**src/rtl/decode_issue_pkg.sv**
```systemverilog
// Shared types for the decode/issue stage.
// alu_instr_t : ALU operation encoding carried from decode to the ALU stage.
package decode_issue_pkg;

    typedef enum logic [3:0] {
        i_ADD  = 4'd0,
        i_SUB  = 4'd1,
        i_SLL  = 4'd2,
        i_SLT  = 4'd3,
        i_SLTU = 4'd4,
        i_XOR  = 4'd5,
        i_SRL  = 4'd6,
        i_SRA  = 4'd7,
        i_OR   = 4'd8,
        i_AND  = 4'd9
    } alu_instr_t;

endpackage

```
**src/rtl/decode_issue.sv**
```systemverilog
// decode_issue: RV32I OP/OP-IMM decoder, register file, scoreboard and
// single-entry registered issue stage.
//
// Ports
//   clk, rst          : clock, synchronous active-high reset
//   in_valid/in_ready : instruction handshake from fetch; in_instr is the raw word
//   out_valid/out_ready : operand bundle handshake to the ALU stage
//   out_instr, out_is_imm, out_rs1_data, out_rs2_data, out_imm_i, out_rd,
//   out_illegal       : registered operand bundle
//   wb_en, wb_addr, wb_data : register file write port (writeback)
//
// Optional feature macro: DECODE_BYPASS_EN
//   defined   : a busy source being written back this cycle is forwarded
//               from wb_data instead of stalling
//   undefined : any busy source stalls until the cycle after its writeback
//
// Illegal instructions are accepted and issue a bundle with out_illegal=1,
// out_instr=i_ADD and all operand/immediate/rd fields zero.
module decode_issue
    import decode_issue_pkg::*;
#(
    parameter int unsigned NREGS = 32,
    parameter int unsigned XLEN  = 32
) (
    input  logic             clk,
    input  logic             rst,
    input  logic             in_valid,
    input  logic [31:0]      in_instr,
    output logic             in_ready,
    output logic             out_valid,
    input  logic             out_ready,
    output alu_instr_t       out_instr,
    output logic             out_is_imm,
    output logic [XLEN-1:0]  out_rs1_data,
    output logic [XLEN-1:0]  out_rs2_data,
    output logic [XLEN-1:0]  out_imm_i,
    output logic [4:0]       out_rd,
    output logic             out_illegal,
    input  logic             wb_en,
    input  logic [4:0]       wb_addr,
    input  logic [XLEN-1:0]  wb_data
);

    localparam logic [6:0] OPC_OP     = 7'b0110011;
    localparam logic [6:0] OPC_OP_IMM = 7'b0010011;
    localparam logic [6:0] F7_BASE    = 7'b0000000;
    localparam logic [6:0] F7_ALT     = 7'b0100000;

    // Architectural state
    logic [XLEN-1:0]  regs_q [NREGS];
    logic [NREGS-1:0] busy_q, busy_d;

    // Output bundle register
    logic             out_valid_q, out_valid_d;
    alu_instr_t       out_instr_q, out_instr_d;
    logic             out_is_imm_q, out_is_imm_d;
    logic [XLEN-1:0]  out_rs1_q, out_rs1_d;
    logic [XLEN-1:0]  out_rs2_q, out_rs2_d;
    logic [XLEN-1:0]  out_imm_q, out_imm_d;
    logic [4:0]       out_rd_q, out_rd_d;
    logic             out_illegal_q, out_illegal_d;

    // Instruction fields
    logic [6:0]      opcode, funct7;
    logic [2:0]      funct3;
    logic [4:0]      rd, rs1, rs2;
    logic [XLEN-1:0] imm_i;

    assign opcode = in_instr[6:0];
    assign rd     = in_instr[11:7];
    assign funct3 = in_instr[14:12];
    assign rs1    = in_instr[19:15];
    assign rs2    = in_instr[24:20];
    assign funct7 = in_instr[31:25];
    assign imm_i  = XLEN'($signed(in_instr[31:20]));

    logic       is_op, is_opimm, dec_legal;
    alu_instr_t dec_op;

    // Decode OP / OP-IMM; dec_op stays i_ADD whenever the word is illegal
    always_comb begin
        is_op     = (opcode == OPC_OP);
        is_opimm  = (opcode == OPC_OP_IMM);
        dec_op    = i_ADD;
        dec_legal = 1'b0;
        if (is_op) begin
            if (funct7 == F7_BASE) begin
                dec_legal = 1'b1;
                case (funct3)
                    3'd0: dec_op = i_ADD;
                    3'd1: dec_op = i_SLL;
                    3'd2: dec_op = i_SLT;
                    3'd3: dec_op = i_SLTU;
                    3'd4: dec_op = i_XOR;
                    3'd5: dec_op = i_SRL;
                    3'd6: dec_op = i_OR;
                    3'd7: dec_op = i_AND;
                endcase
            end else if (funct7 == F7_ALT && funct3 == 3'd0) begin
                dec_legal = 1'b1;
                dec_op    = i_SUB;
            end else if (funct7 == F7_ALT && funct3 == 3'd5) begin
                dec_legal = 1'b1;
                dec_op    = i_SRA;
            end
        end else if (is_opimm) begin
            case (funct3)
                3'd0: begin dec_legal = 1'b1; dec_op = i_ADD;  end
                3'd2: begin dec_legal = 1'b1; dec_op = i_SLT;  end
                3'd3: begin dec_legal = 1'b1; dec_op = i_SLTU; end
                3'd4: begin dec_legal = 1'b1; dec_op = i_XOR;  end
                3'd6: begin dec_legal = 1'b1; dec_op = i_OR;   end
                3'd7: begin dec_legal = 1'b1; dec_op = i_AND;  end
                3'd1: begin
                    if (funct7 == F7_BASE) begin
                        dec_legal = 1'b1;
                        dec_op    = i_SLL;
                    end
                end
                3'd5: begin
                    if (funct7 == F7_BASE) begin
                        dec_legal = 1'b1;
                        dec_op    = i_SRL;
                    end else if (funct7 == F7_ALT) begin
                        dec_legal = 1'b1;
                        dec_op    = i_SRA;
                    end
                end
            endcase
        end
    end

    logic            wb_hit_rs1, wb_hit_rs2, wb_hit_rd;
    logic            stall_rs1, stall_rs2, stall_rd, hazard, accept;
    logic [XLEN-1:0] rs1_val, rs2_val;

    // Hazard detection and operand read; x0 is never busy and always reads 0
    always_comb begin
        wb_hit_rs1 = wb_en && (wb_addr == rs1) && (rs1 != 5'd0);
        wb_hit_rs2 = wb_en && (wb_addr == rs2) && (rs2 != 5'd0);
        wb_hit_rd  = wb_en && (wb_addr == rd);
        rs1_val    = regs_q[rs1];
        rs2_val    = regs_q[rs2];
`ifdef DECODE_BYPASS_EN
        stall_rs1  = busy_q[rs1] && !wb_hit_rs1;
        stall_rs2  = is_op && busy_q[rs2] && !wb_hit_rs2;
        if (wb_hit_rs1) rs1_val = wb_data;
        if (wb_hit_rs2) rs2_val = wb_data;
`else
        stall_rs1  = busy_q[rs1];
        stall_rs2  = is_op && busy_q[rs2];
`endif
        stall_rd   = busy_q[rd] && !wb_hit_rd;
        hazard     = dec_legal && (stall_rs1 || stall_rs2 || stall_rd);
        in_ready   = (!out_valid_q || out_ready) && !hazard;
        accept     = in_valid && in_ready;
    end

    // Scoreboard next state: writeback clears, a same-cycle accept sets and wins
    always_comb begin
        busy_d = busy_q;
        if (wb_en) busy_d[wb_addr] = 1'b0;
        if (accept && dec_legal) busy_d[rd] = 1'b1;
        busy_d[0] = 1'b0;
    end

    // Output bundle next state; held until consumed
    always_comb begin
        out_valid_d   = out_valid_q && !out_ready;
        out_instr_d   = out_instr_q;
        out_is_imm_d  = out_is_imm_q;
        out_rs1_d     = out_rs1_q;
        out_rs2_d     = out_rs2_q;
        out_imm_d     = out_imm_q;
        out_rd_d      = out_rd_q;
        out_illegal_d = out_illegal_q;
        if (accept) begin
            out_valid_d   = 1'b1;
            out_instr_d   = dec_op;
            out_illegal_d = !dec_legal;
            out_is_imm_d  = dec_legal && is_opimm;
            out_rs1_d     = dec_legal ? rs1_val : '0;
            out_rs2_d     = !dec_legal ? '0 : (is_opimm ? imm_i : rs2_val);
            out_imm_d     = dec_legal ? imm_i : '0;
            out_rd_d      = dec_legal ? rd : 5'd0;
        end
    end

    // State registers
    always_ff @(posedge clk) begin
        if (rst) begin
            out_valid_q   <= 1'b0;
            out_instr_q   <= i_ADD;
            out_is_imm_q  <= 1'b0;
            out_rs1_q     <= '0;
            out_rs2_q     <= '0;
            out_imm_q     <= '0;
            out_rd_q      <= 5'd0;
            out_illegal_q <= 1'b0;
            busy_q        <= '0;
            for (int i = 0; i < NREGS; i++) regs_q[i] <= '0;
        end else begin
            out_valid_q   <= out_valid_d;
            out_instr_q   <= out_instr_d;
            out_is_imm_q  <= out_is_imm_d;
            out_rs1_q     <= out_rs1_d;
            out_rs2_q     <= out_rs2_d;
            out_imm_q     <= out_imm_d;
            out_rd_q      <= out_rd_d;
            out_illegal_q <= out_illegal_d;
            busy_q        <= busy_d;
            if (wb_en && wb_addr != 5'd0) regs_q[wb_addr] <= wb_data;
        end
    end

    assign out_valid    = out_valid_q;
    assign out_instr    = out_instr_q;
    assign out_is_imm   = out_is_imm_q;
    assign out_rs1_data = out_rs1_q;
    assign out_rs2_data = out_rs2_q;
    assign out_imm_i    = out_imm_q;
    assign out_rd       = out_rd_q;
    assign out_illegal  = out_illegal_q;

endmodule
```
**config.mk**
```make
export PLATFORM = sky130hd
export DESIGN_NAME = decode_issue
export DESIGN_NICKNAME = d
export VERILOG_FILES = /design/src/rtl/decode_issue_pkg.sv /design/src/rtl/decode_issue.sv
export SDC_FILE = /design/constraint.sdc
export NUM_CORES = 2
export LEC_CHECK = 0
export BUFFER_PORTS_ARGS = -buffer_cell sky130_fd_sc_hd__clkbuf_2
export CAP_MARGIN = 20
export CORE_MARGIN = 5
export CORE_UTILIZATION = 35
export DETAILED_ROUTE_END_ITERATION = 16
export PLACE_DENSITY_LB_ADDON = 0.3
export SKIP_LAST_GASP = 1
export SLEW_MARGIN = 20
export SYNTH_ARGS = -nofsm -noshare
export SYNTH_HDL_FRONTEND = slang
export SYNTH_SLANG_ARGS = --single-unit
```
**constraint.sdc**
```tcl
create_clock -name clk -period 6.53 [get_ports clk]
set_input_delay 0.653 -clock clk [delete_from_list [all_inputs] [get_ports clk]]
set_output_delay 0.653 -clock clk [all_outputs]
set_load 0.05 [all_outputs]
```
Word level (Yosys, flattened, before mapping)
Memory sizes are Yosys's and may differ from the RTL's.
Index checks and enable logic that the tools add are counted.
Storage, ports and cells
  register bits after elaboration: 140
  memory bits (writable): 1024
  memory bits (read-only): 32
  output and inout port bits: 109
  word-level logic and storage cells: 103
  memories kept: 2
Operators by class
  magnitude comparators: 6
  equal/unequal tests: 11
  mux-type cells: 44
  bitwise gates (word level): 3
  reduce and logical (&&, ||, !) cells: 27
Memories
  regs_q: words 32, bits a word 32, read ports 2, clocked after memory_dff 0, write ports 32, line decode_issue.sv:50  | logic [XLEN-1:0] regs_q [NREGS];
  (name not given): words 8, bits a word 4, read ports 1, clocked after memory_dff 0, write ports 0, line decode_issue.sv:89  | case (funct3)
Operators with widths (count)
  32-bit 2-to-1 mux: 7
  32-bit bitwise AND: 1
  32-bit inverter: 1
  32-bit OR: 1
  4-bit case mux with 8 select lines: 1
  32-bit OR reduction: 1
  5-bit by 6-bit less-than comparator with 1-bit output (second input constant): 4
  1-bit 2-to-1 mux: 20
  1-bit binary-select mux with 5-bit select: 3
  7-bit by 6-bit == test with 1-bit output (second input constant): 2
  1-bit logical AND: 14
  3-bit == test (second input constant): 4
  3-bit 2-to-1 mux: 4
  4-bit 2-to-1 mux: 3
  1-bit demux with 5-bit select: 2
  5-bit by 1-bit greater-or-equal comparator with 1-bit output (second input constant): 2
  5-bit 2-to-1 mux: 2
  7-bit by 5-bit == test with 1-bit output (second input constant): 1
  7-bit zero test: 1
  3-bit by 2-bit == test with 1-bit output (second input constant): 2
  6-bit OR reduction: 1
  5-bit == test: 1
  1-bit zero test: 5
  5-bit nonzero test: 1
  other kinds (5): 7

Logic depth before layout (Yosys ltp)
  depth in word-level cells: 12
  depth in mapped cells: 11

Worst setup path before layout
Ideal clock, no wire load.
  kind: input to register
  start point: in wb_addr[4]
  end point: mem regs_q[16][0], enable pin
  setup time: 466 ps
  data arrival time: 3844 ps
  data required time: 6064 ps
  path slack: 2221 ps
  cell stages on the path: 4
  path through: clkbuf_1 or3b_2 clkbuf_1 o21ai_0
RTL lines
  start, declared: line decode_issue.sv:40  | input logic [4:0] wb_addr,
  end, declared: line decode_issue.sv:50

Worst setup path in the final report
  start point: in in_instr[17]
  end point: out in_ready
On the way
  longest elaborated chain between the ends: 7
RTL lines
  start, declared: line decode_issue.sv:28  | input logic [31:0] in_instr,
  1-bit binary-select mux with 5-bit select: line decode_issue.sv:150  | stall_rs1 = busy_q[rs1];
  1-bit 2-to-1 mux (implied by the code): line decode_issue.sv:150
  1-bit logical OR (2 in a row): line decode_issue.sv:154  | hazard = dec_legal && (stall_rs1 || stall_rs2 || stall_rd);
  1-bit logical AND: line decode_issue.sv:154
  1-bit zero test: line decode_issue.sv:155  | in_ready = (!out_valid_q || out_ready) && !hazard;
  1-bit logical AND: line decode_issue.sv:155
  end, declared: line decode_issue.sv:29  | output logic in_ready,
Every way passes these cells. The select of a mux whose other input is x is not followed.

==> results.toml <==
[synthesis]
synth.distinct_cells = 68
syn_avg_cell_area_sq_um = 15.9
syn-instance-count = 3736
synthFlopType = "edfxtp_1"
synth-async-reset-ratio = 0
ys_warn_count = 0
synth_edf_count = 1024
yosysSeqAreaShare = 0.558
synth.top_cell.area_share = 0.518
synth_common_cells = "edfxtp_1 (1,024), and2_1 (997), mux4_2 (652)"
synthTopCellsByArea = "edfxtp_1 (52%), mux4_2 (25%), and2_1 (10%)"
syn-cell-area_sq_mm = 0.0594
synth.most_common_cell = "edfxtp_1"
ys_ff_latch = 1143
synth_top_area_cell = "edfxtp_1"

[sta]
finalWorstSetupSlack_ps = 2370
maxSlewViolCount = 0
relSlewSlack = 0.107
max_freq_mhz = 240
period_needed_ps = 4160
fin_crit_sh = 0.638
finClkSkew_ps = 28.4
timing.setup.tns_ps = 0
setup_viol_count_final = 0
rsz0062_at_grt = "no"
hold_viol = 0
max_slew.worst_pin.slew_ps = 1340

[critical_path]
r2r_cells = 7
worstReg2RegStart = "busy_q[7]"
arrival_ps = 3510
worstPathMaxFanout = 47
cp-end-kind = "output pin"
cp-start-kind = "primary input"
crit_end = "in_ready"
rrSetupSlack_ps = 3110
worstPathRequired_ps = 5880
critPathKind = "in -> out"
r2r-end = "out_rs1_data[10]"
crit_start = "in_instr[17]"

[cells_and_area]
drive_above_1_share = 0.316
nFillCells = 15100
final_nets = 3834
syn_to_final_growth_pct = 13.5

[clocking]
tritoncts = "built"
cts_root_buf = "clkbuf_16"
cts.sink_count = 1143
clk_latency_ps = 760
postCtsSetupBuffers = 0
ctsHtreeMaxLevel = 3
cts-buffers-inserted = 120
clk_pin_slew_ps = 60
cts_buffer_depth = 3
cts_resized = 0
cts-hold-fix-buffers = 0

[floorplan]
die_area_sq_mm = 0.178
io_pins = 183
fp.dieW_um = 422
rows = 151
core_area_sq_mm = 0.169
initial_core_util = 0.351
die_y_um = 422

[power_and_ir_drop]
p_sw_w = 0.00430
internal-power_w = 0.0136
power_leakage_nw = 22.8
seq_power_share = 0.474
p_clk_frac = 0.416
finalPower_w = 0.0179
p_sw_frac = 0.240
max-vdd-ir-drop_v = 0.000217
powerDensity_mw_per_mm2 = 266
power_frac_comb = 0.110

[placement]
place.port_buffers = 182
pre_cts_ws_ps = 2240
gp_congestion = 0.829
dp_hpwl_mm = 118

[detailed_routing]
ant_nets = 0
vias_per_cell = 5.97
routedWlPerCell_um = 34.9
drt-pass1-iter-count = 6
drt_iter0_drc = 5692
num_vias = 36400
drc = 0
drt-total-wl_mm = 213

[global_route]
grt_pass1_wl_mm = 294
antenna_found_initial = 36
grt_use_total = 0.234
grt_pass1_vias = 35900
grt-ovfl-total = 0
grt_max_degree = 144

[hold_path]
hold_path_class = "in -> reg"

[outcome]
status = "finished clean"

[flow_run]
cap_violations = 0
==> power groups by stage <==
stage,registers (W),logic (W),clock network (W)
CTS,0.00849,0.00195,0.00752
floorplan,0.00860,0.00125,0
global route,0.00853,0.00203,0.00784
detailed placement,0.00864,0.00195,0
finish,0.00850,0.00196,0.00745
global placement,0.00862,0.00194,0
==> cells in the final DEF (no fill, tap or decap), types with 8 or more instances in the layout <==
master     count
mux4_2       652
and2_1       996
o2bb2ai_1     36
o21ai_4       29
diode_2       15
buf_4         96
inv_1         10
dfxtp_1      119
clkinv_2      27
o21ai_0       23
nand3_1       22
bufinv_16     22
o22ai_1        8
nand2_1       63
o211ai_1      14
nor2_1        25
clkbuf_2     172
mux2i_1       85
nor2_4        31
a22o_1        47
nor2b_1       10
clkbuf_16    126
edfxtp_1    1024
a21oi_1       17
clkinv_1      19
clkbuf_1      19
conb_1        32
==> cells by family (layout without fill, tap and decap cells) <==
logic type	Yosys count	count (layout)	share of synthesized area
compound gates	214	214	0.0274
fa+ha+maj	5	5	0.00105
flops	1143	1143	0.558
buf+inv	430	523	0.0295
xor+xnor	5	5	0.000737
mux	740	740	0.262
simple gates	1198	1198	0.121
other cells	1	47	0.0000631
==> worst min path at each step <==
stage / startpoint / endpoint / slack (ps) / cells after the start
after floorplan: busy_q[3] / busy_q[3] / 470 / 2
after global placement: out_rs1_data[27] / out_rs1_data[27] / 450 / 1
after detailed placement: out_rs1_data[0] / out_rs1_data[0] / 450 / 1
after CTS: in_instr[28] / out_imm_i[8] / 140 / 2
after global routing: in_instr[25] / out_imm_i[5] / 170 / 2
final: in_instr[28] / out_imm_i[8] / 190 / 2
==> flip-flops by register name, summed over array words and instances, names as in the netlist, 4 cells and up <==
register,flops
busy_q,31
out_rs2_data,32
out_imm_i,12
out_rd,5
out_rs1_data,32
out_instr,4
regs_q,1024
==> through the flow <==
step                utilization  area (sq um)  hold slack [ps]  cells
finish                    0.399         67400              185   6093
CTS                       0.398         67300              135   6075
detailed placement        0.373         63000              454   5848
global placement          0.372         63000              448   5846
global route              0.398         67400              173   6082
floorplan                     -         59500              470   3767
==> critical path: stages <==
cell	delay (ps)
buf_6	640
mux4_2	400
a2111oi_0	600
and4bb_2	310
a221oi_4	390
and2_1	190
clkbuf_2	270
==> layout make-up <==
cell class,count,area [sq um],area share
Timing Repair Buffer,284,1900,0.0282
Sequential cell,1143,33100,0.492
Clock buffer,150,3290,0.0489
Tap cell,2218,2780,0.0412
Clock inverter,77,955,0.0142
Multi-Input combinational cell,2194,25300,0.375
Inverter,12,51.3,0.000761
Antenna cell,15,37.5,0.000557
==> routing by layer <==
layer / GRT usage / wire length, um
met5: 0 / 30
met4: 0.0795 / 7750
met3: 0.0553 / 24000
met2: 0.378 / 101000
met1: 0.313 / 79800
Note: power is estimated with default switching activity, not from simulation.
